`src/rtl/ram_burst_ctrl.sv`:
```
// Burst controller for a single-clock RAM with a registered read address.
// Streams write words into the RAM or read words out of it, with read back-pressure.
module ram_burst_ctrl #(
    parameter int unsigned DATA_WIDTH = 16,
    parameter int unsigned ADDR_WIDTH = 7
) (
    input  logic                  clk,
    input  logic                  reset,
    input  logic                  cmd_valid,
    output logic                  cmd_ready,
    input  logic                  cmd_write,
    input  logic [ADDR_WIDTH-1:0] cmd_base,
    input  logic [ADDR_WIDTH-1:0] cmd_len,
    input  logic                  wr_valid,
    output logic                  wr_ready,
    input  logic [DATA_WIDTH-1:0] wr_data,
    output logic                  rd_valid,
    input  logic                  rd_ready,
    output logic [DATA_WIDTH-1:0] rd_data,
    output logic                  rd_last,
    output logic                  done,
    output logic [ADDR_WIDTH-1:0] ram_addr,
    output logic [DATA_WIDTH-1:0] ram_data,
    output logic                  ram_we,
    output logic                  ram_write_enable,
    input  logic [DATA_WIDTH-1:0] ram_q
);

    typedef enum logic [1:0] {
        IDLE  = 2'd0,
        WRITE = 2'd1,
        READ  = 2'd2,
        DRAIN = 2'd3
    } state_t;

    state_t                state, state_d;
    logic [ADDR_WIDTH-1:0] cur_addr, cur_addr_d;
    logic [ADDR_WIDTH-1:0] len, len_d;
    logic [ADDR_WIDTH-1:0] count, count_d;
    logic                  rd_valid_d;
    logic                  rd_last_d;
    logic                  done_d;
    logic                  beat;
    logic                  issue;

    // The RAM's registered address drives q, so read data is a straight passthrough.
    assign rd_data = ram_q;

    always_ff @(posedge clk) begin
        if (reset) begin
            state    <= IDLE;
            cur_addr <= '0;
            len      <= '0;
            count    <= '0;
            rd_valid <= 1'b0;
            rd_last  <= 1'b0;
            done     <= 1'b0;
        end else begin
            state    <= state_d;
            cur_addr <= cur_addr_d;
            len      <= len_d;
            count    <= count_d;
            rd_valid <= rd_valid_d;
            rd_last  <= rd_last_d;
            done     <= done_d;
        end
    end

    always_comb begin
        state_d          = state;
        cur_addr_d       = cur_addr;
        len_d            = len;
        count_d          = count;
        rd_valid_d       = rd_valid;
        rd_last_d        = rd_last;
        done_d           = 1'b0;
        cmd_ready        = 1'b0;
        wr_ready         = 1'b0;
        ram_we           = 1'b0;
        ram_write_enable = 1'b0;
        ram_addr         = cur_addr;
        ram_data         = wr_data;
        beat             = 1'b0;
        issue            = 1'b0;

        case (state)
            IDLE: begin
                cmd_ready = 1'b1;
                if (cmd_valid) begin
                    cur_addr_d = cmd_base;
                    len_d      = cmd_len;
                    count_d    = '0;
                    state_d    = cmd_write ? WRITE : READ;
                end
            end

            WRITE: begin
                wr_ready = 1'b1;
                beat     = wr_valid;
                if (beat) begin
                    ram_we           = 1'b1;
                    ram_write_enable = 1'b1;
                    cur_addr_d       = cur_addr + ADDR_WIDTH'(1);
                    count_d          = count + ADDR_WIDTH'(1);
                    if (count == len) begin
                        state_d = IDLE;
                        done_d  = 1'b1;
                    end
                end
            end

            READ: begin
                // Withholding write_enable during a stall freezes the RAM address register.
                issue = !rd_valid || rd_ready;
                if (issue) begin
                    ram_write_enable = 1'b1;
                    cur_addr_d       = cur_addr + ADDR_WIDTH'(1);
                    count_d          = count + ADDR_WIDTH'(1);
                    rd_valid_d       = 1'b1;
                    rd_last_d        = (count == len);
                    if (count == len) begin
                        state_d = DRAIN;
                    end
                end else if (rd_ready) begin
                    rd_valid_d = 1'b0;
                end
            end

            DRAIN: begin
                if (rd_valid && rd_ready && rd_last) begin
                    rd_valid_d = 1'b0;
                    state_d    = IDLE;
                    done_d     = 1'b1;
                end
            end

            default: begin
                state_d = IDLE;
            end
        endcase

        // Never touch the RAM while reset is held.
        if (reset) begin
            ram_we           = 1'b0;
            ram_write_enable = 1'b0;
        end
    end

endmodule

```
`config.mk`:
```
export PLATFORM = sky130hd
export DESIGN_NAME = ram_burst_ctrl
export DESIGN_NICKNAME = d
export VERILOG_FILES = /design/src/rtl/ram_burst_ctrl.sv
export SDC_FILE = /design/constraint.sdc
export NUM_CORES = 1
export LEC_CHECK = 0
export BUFFER_PORTS_ARGS = -buffer_cell sky130_fd_sc_hd__buf_2
export CELL_PAD_IN_SITES_DETAIL_PLACEMENT = 0
export CELL_PAD_IN_SITES_GLOBAL_PLACEMENT = 2
export CORE_MARGIN = 5
export CORE_UTILIZATION = 23
export DETAILED_ROUTE_END_ITERATION = 7
export GPL_TIMING_DRIVEN = 0
export PLACE_DENSITY = 0.86
export SYNTH_ARGS = -nofsm -noshare
export SYNTH_HDL_FRONTEND = slang
export SYNTH_SLANG_ARGS = --single-unit
```
`constraint.sdc`:
```
create_clock -name clk -period 2.4 [get_ports clk]
set_clock_uncertainty 0.05 [all_clocks]
set_input_delay 0.48 -clock clk [delete_from_list [all_inputs] [get_ports clk]]
set_output_delay 0.48 -clock clk [all_outputs]
set_load 0.1 [all_outputs]
```
==> metrics.log <==
[metrics] status: finished clean
[metrics] global-route wire length before repair: 6940 um
[metrics] most utilized layer in the global route result: met2
[metrics] number of design rule violations left after detail routing: 0
[metrics] areal power density over the cells: 1290 mW/mm^2
[metrics] combinational power share: just under 70%
[metrics] level count of the clock H-tree: 1
[metrics] Layout Area Growth over Synthesis: 36.7%
[metrics] worst relative slew slack: 59.4%
[metrics] count of buffers inserted at the top-level ports: 64
[metrics] Yosys warnings: 0
[metrics] highest-delay cell along the critical path: sky130_fd_sc_hd__dfxtp_4
[metrics] met3 routing resource usage after global routing: 1.50%
[metrics] Avg Cell Area, Syn: ~8.4 sq um
[metrics] overall power of the completed layout: 2.95 mW
[metrics] Worst setup EP type: output port
[metrics] leftover overflow at the end of global routing: 0
[metrics] I/O pin cnt: 98
[metrics] ordered cell list for the critical path: inv_1 > ha_4 > buf_6 > inv_1 > buf_6 > a211oi_4 > buf_12
[metrics] Inserted Clock Buffers: 3
[metrics] Max IR drop VDD: 0.937 mV
[metrics] Die Height: 95.4 um
[metrics] switching component of the power: 1.63 mW
[metrics] reg-to-reg slack, setup: 0.40 ns
[metrics] Core ar.: 0.00718 sq mm
[metrics] cell area after synthesis: 0.00168 sq mm
[metrics] average wire per cell in the routed design: 11.7 um
[metrics] number of cells produced by synthesis: 200
[metrics] number of unique standard cell types used by synthesis: 36
[metrics] Synthesized Nets: between 200 and 300
[metrics] CTS sink cnt: 26
[metrics] fin. max-slew vios: 0
[metrics] worst-margin pin slew: 0.609 ns
[metrics] P_int: 1.32 mW
[metrics] overall track demand over capacity in global routing: 9.24%
[metrics] met2 Use GR: 17.2%
[metrics] number of global-route vias before repair: 1,568
[metrics] maximum number of pins on one net before global-route repair: 15
[metrics] clock root cell: sky130_fd_sc_hd__clkbuf_8
[metrics] Clock Power Share: 9.5%
[metrics] number of antenna violations at the first check in global routing: 0
[metrics] met1 demand-to-capacity share in global routing: 11.4%
[metrics] Routed Antenna Nets: 0
[metrics] TritonCTS clock tree: yes
[metrics] DR pass1 iterations: 4
[metrics] Worst-path clk slew: around 0.09 ns
[metrics] Hold Startpoint: reset
[metrics] DR vias/cell: 4.16
[metrics] final routed wirelength across all metal layers: 4370 um
[metrics] fraction of the cycle the final worst path needs: a little over nine tenths
[metrics] RSZ-0062 raised after global routing: no
[metrics] Horiz. Die Dim: between 90 and 100 um
[metrics] endpoint of the most critical register-to-register path: ram_addr[1]$_SDFFE_PP0P_
[metrics] reg2reg start: state[0]$_SDFFE_PP0P_
[metrics] final setup fails: 0
[metrics] type of the most critical hold path: in -> reg
[metrics] register share of total power: between 20% and 30%
[metrics] Fin Setup TNS: 0 ns
[metrics] data arrival at the endpoint of the critical path: 1.76 ns
[metrics] proportion of total power due to net switching: 55.1%
[metrics] number of buffers on the longest clock path: 2
[metrics] cell depth of the worst min-delay path: 2
[metrics] sequential area share after synthesis: 31.0%
[metrics] worst hold slack across all endpoints: 0.406 ns
[metrics] starting density of the core: a little under a quarter
[metrics] Worst Path Class, Setup: reg -> out
[metrics] depth of the worst register-to-register path: 8
[metrics] data required time of the worst path: 1.87 ns
[metrics] RePlAce Congestion: slightly below 0.8
[metrics] Worst Hold End: state[0]$_SDFFE_PP0P_
[metrics] violation count after the first detailed-route iteration: 78
[metrics] FF+latch count, synth: 26
[metrics] DPL Wire Length: 3510 um
[metrics] number of nets in the final layout: 336
[metrics] via count: roughly 1,600
[metrics] overall die area: 0.00910 sq mm
[metrics] insertion delay to the later sink of the worst-skew pair: 0.26 ns
[metrics] Startpoint Class: flip-flop
[metrics] maxcap violations: 0
[metrics] delay of the slowest critical-path stage: 0.35 ns
[metrics] number of antenna repair diodes: 0
[metrics] highest fanout seen on the critical path: 7
[metrics] final hold violations: 0
[metrics] number of hold-repair buffers added at the cts stage: 0
[metrics] Placement Rows: 31
[metrics] minimum clock period after layout: 2.29 ns
[metrics] P_leak: 1.05 nW
[metrics] maximum clock frequency: 436 MHz
[metrics] proportion of layout cells with a drive suffix above 1: 45.1%
worst max-delay path: cells and delay by family, from the launching register on:
kind / cells / cell delay [ns]
buf+inv: 5 / 0.61
flops: 1 / 0.35
fa+ha+maj: 1 / 0.27
compound gates: 1 / 0.26
flip-flops by register name (all words and copies together) (netlist names):
register	cells
ram_addr	7
count	7
done	1
state	2
len	7
rd_valid	1
rd_last	1
metrics by stage:
stage / util, % / setup WS [ns] / instances / instance area [sq um]
after floorplan: - / -0.166 / 200 / 1710
after global placement: 30.0 / -0.0901 / 363 / 2150
after detailed placement: 30.0 / -0.106 / 363 / 2150
after CTS: 31.3 / 0.0196 / 369 / 2240
after global routing: 31.9 / 0.0361 / 374 / 2290
final: 31.9 / 0.108 / 374 / 2290
layout make-up:
| class | instances | area (sq um) |
|---|---|---|
| repair buffers | 71 | 388 |
| multi-input cells | 131 | 881 |
| inverters | 4 | 15.0 |
| plain buffers | 39 | 304 |
| flip-flops and latches | 26 | 526 |
| well taps | 99 | 124 |
| clock buffers | 4 | 55.1 |
| fillers | 775 | 4880 |
power groups by stage:
stage               clock network (mW)  logic [mW]  registers, mW
floorplan                            0        1.19           1.02
finish                           0.282        2.04          0.634
detailed placement                   0        1.86          0.656
CTS                              0.291        1.93          0.635
global placement                     0        1.86          0.650
global route                     0.315        2.17          0.653
worst max-delay path by stage:
stage	from	to	cells after the start
after floorplan	state[0]$_SDFFE_PP0P_	ram_write_enable	6
after global placement	state[0]$_SDFFE_PP0P_	ram_write_enable	7
after detailed placement	state[0]$_SDFFE_PP0P_	ram_write_enable	7
after CTS	state[1]$_SDFFE_PP0P_	ram_write_enable	7
after global routing	state[0]$_SDFFE_PP0P_	ram_write_enable	5
final	state[0]$_SDFFE_PP0P_	ram_write_enable	7
synthesized netlist by cell type, drive strengths merged:
library cell   n  area (sq um)
nor2b          5          38.8
o21ai          7          35.0
xor2           5          43.8
nor3b          1          7.51
ha             8           100
nand2         15          56.3
xnor2          8          70.1
a22oi          2          15.0
nand4          4          25.0
o21a           1          7.51
a211oi         2          15.0
nand3         13          65.1
clkbuf         2          7.51
o32a           1          10.0
or4            1          11.3
a21o           2          15.0
nand2b         2          12.5
mux2i          2          20.0
nor3           4          20.0
nor2          18          67.6
o2111ai        1          8.76
and3b          1          8.76
and2b          1          8.76
nor4           1          21.3
and3           4          25.0
buf           37           293
a22o           1          8.76
dfxtp         26           521
o22ai          1          6.26
a21oi         17          85.1
o2bb2ai        1          8.76
inv            4          15.0
a311oi         2          23.8
kinds of logic after synthesis:
group / count (synthesis) / share of synthesized area (%)
AO/OA/AOI/OAI: 38 / 14.3
XOR/XNOR: 13 / 6.79
adder cells (fa/ha/maj): 8 / 5.97
buffers and inverters: 43 / 18.8
flip-flops: 26 / 31.0
multiplexers: 2 / 1.19
AND/OR/NAND/NOR: 70 / 21.9
what timing repair did:
item                                    CTS  global route
setup buffers                             2             5
pin swaps                                 1             1
resized for setup                         8             3
endpoints found under the setup margin    1             1
per-layer routing:
layer	vias up	part of all wire, %
met3	2	5.6
met1	704	43
met2	46	51
li1	805	-
met5	-	0
met4	0	0.34
cells in the final DEF (no fill, tap or decap), types with 2 or more instances in the layout:
cell type,instances
sky130_fd_sc_hd__buf_2,63
sky130_fd_sc_hd__buf_4,39
sky130_fd_sc_hd__dfxtp_1,24
sky130_fd_sc_hd__a21oi_1,17
sky130_fd_sc_hd__nor2_1,17
sky130_fd_sc_hd__nand2_1,15
sky130_fd_sc_hd__nand3_1,13
sky130_fd_sc_hd__xnor2_1,8
sky130_fd_sc_hd__o21ai_0,6
sky130_fd_sc_hd__ha_1,6
sky130_fd_sc_hd__buf_6,5
sky130_fd_sc_hd__xor2_1,5
sky130_fd_sc_hd__nor2b_1,4
sky130_fd_sc_hd__nand4_1,4
sky130_fd_sc_hd__nor3_1,4
sky130_fd_sc_hd__and3_1,4
sky130_fd_sc_hd__clkbuf_8,4
sky130_fd_sc_hd__inv_1,3
sky130_fd_sc_hd__clkbuf_1,2
sky130_fd_sc_hd__a21o_1,2
sky130_fd_sc_hd__nand2b_1,2
sky130_fd_sc_hd__a22oi_1,2
sky130_fd_sc_hd__mux2i_1,2
sky130_fd_sc_hd__ha_4,2
No activity file was read; power rests on OpenSTA's default activity.
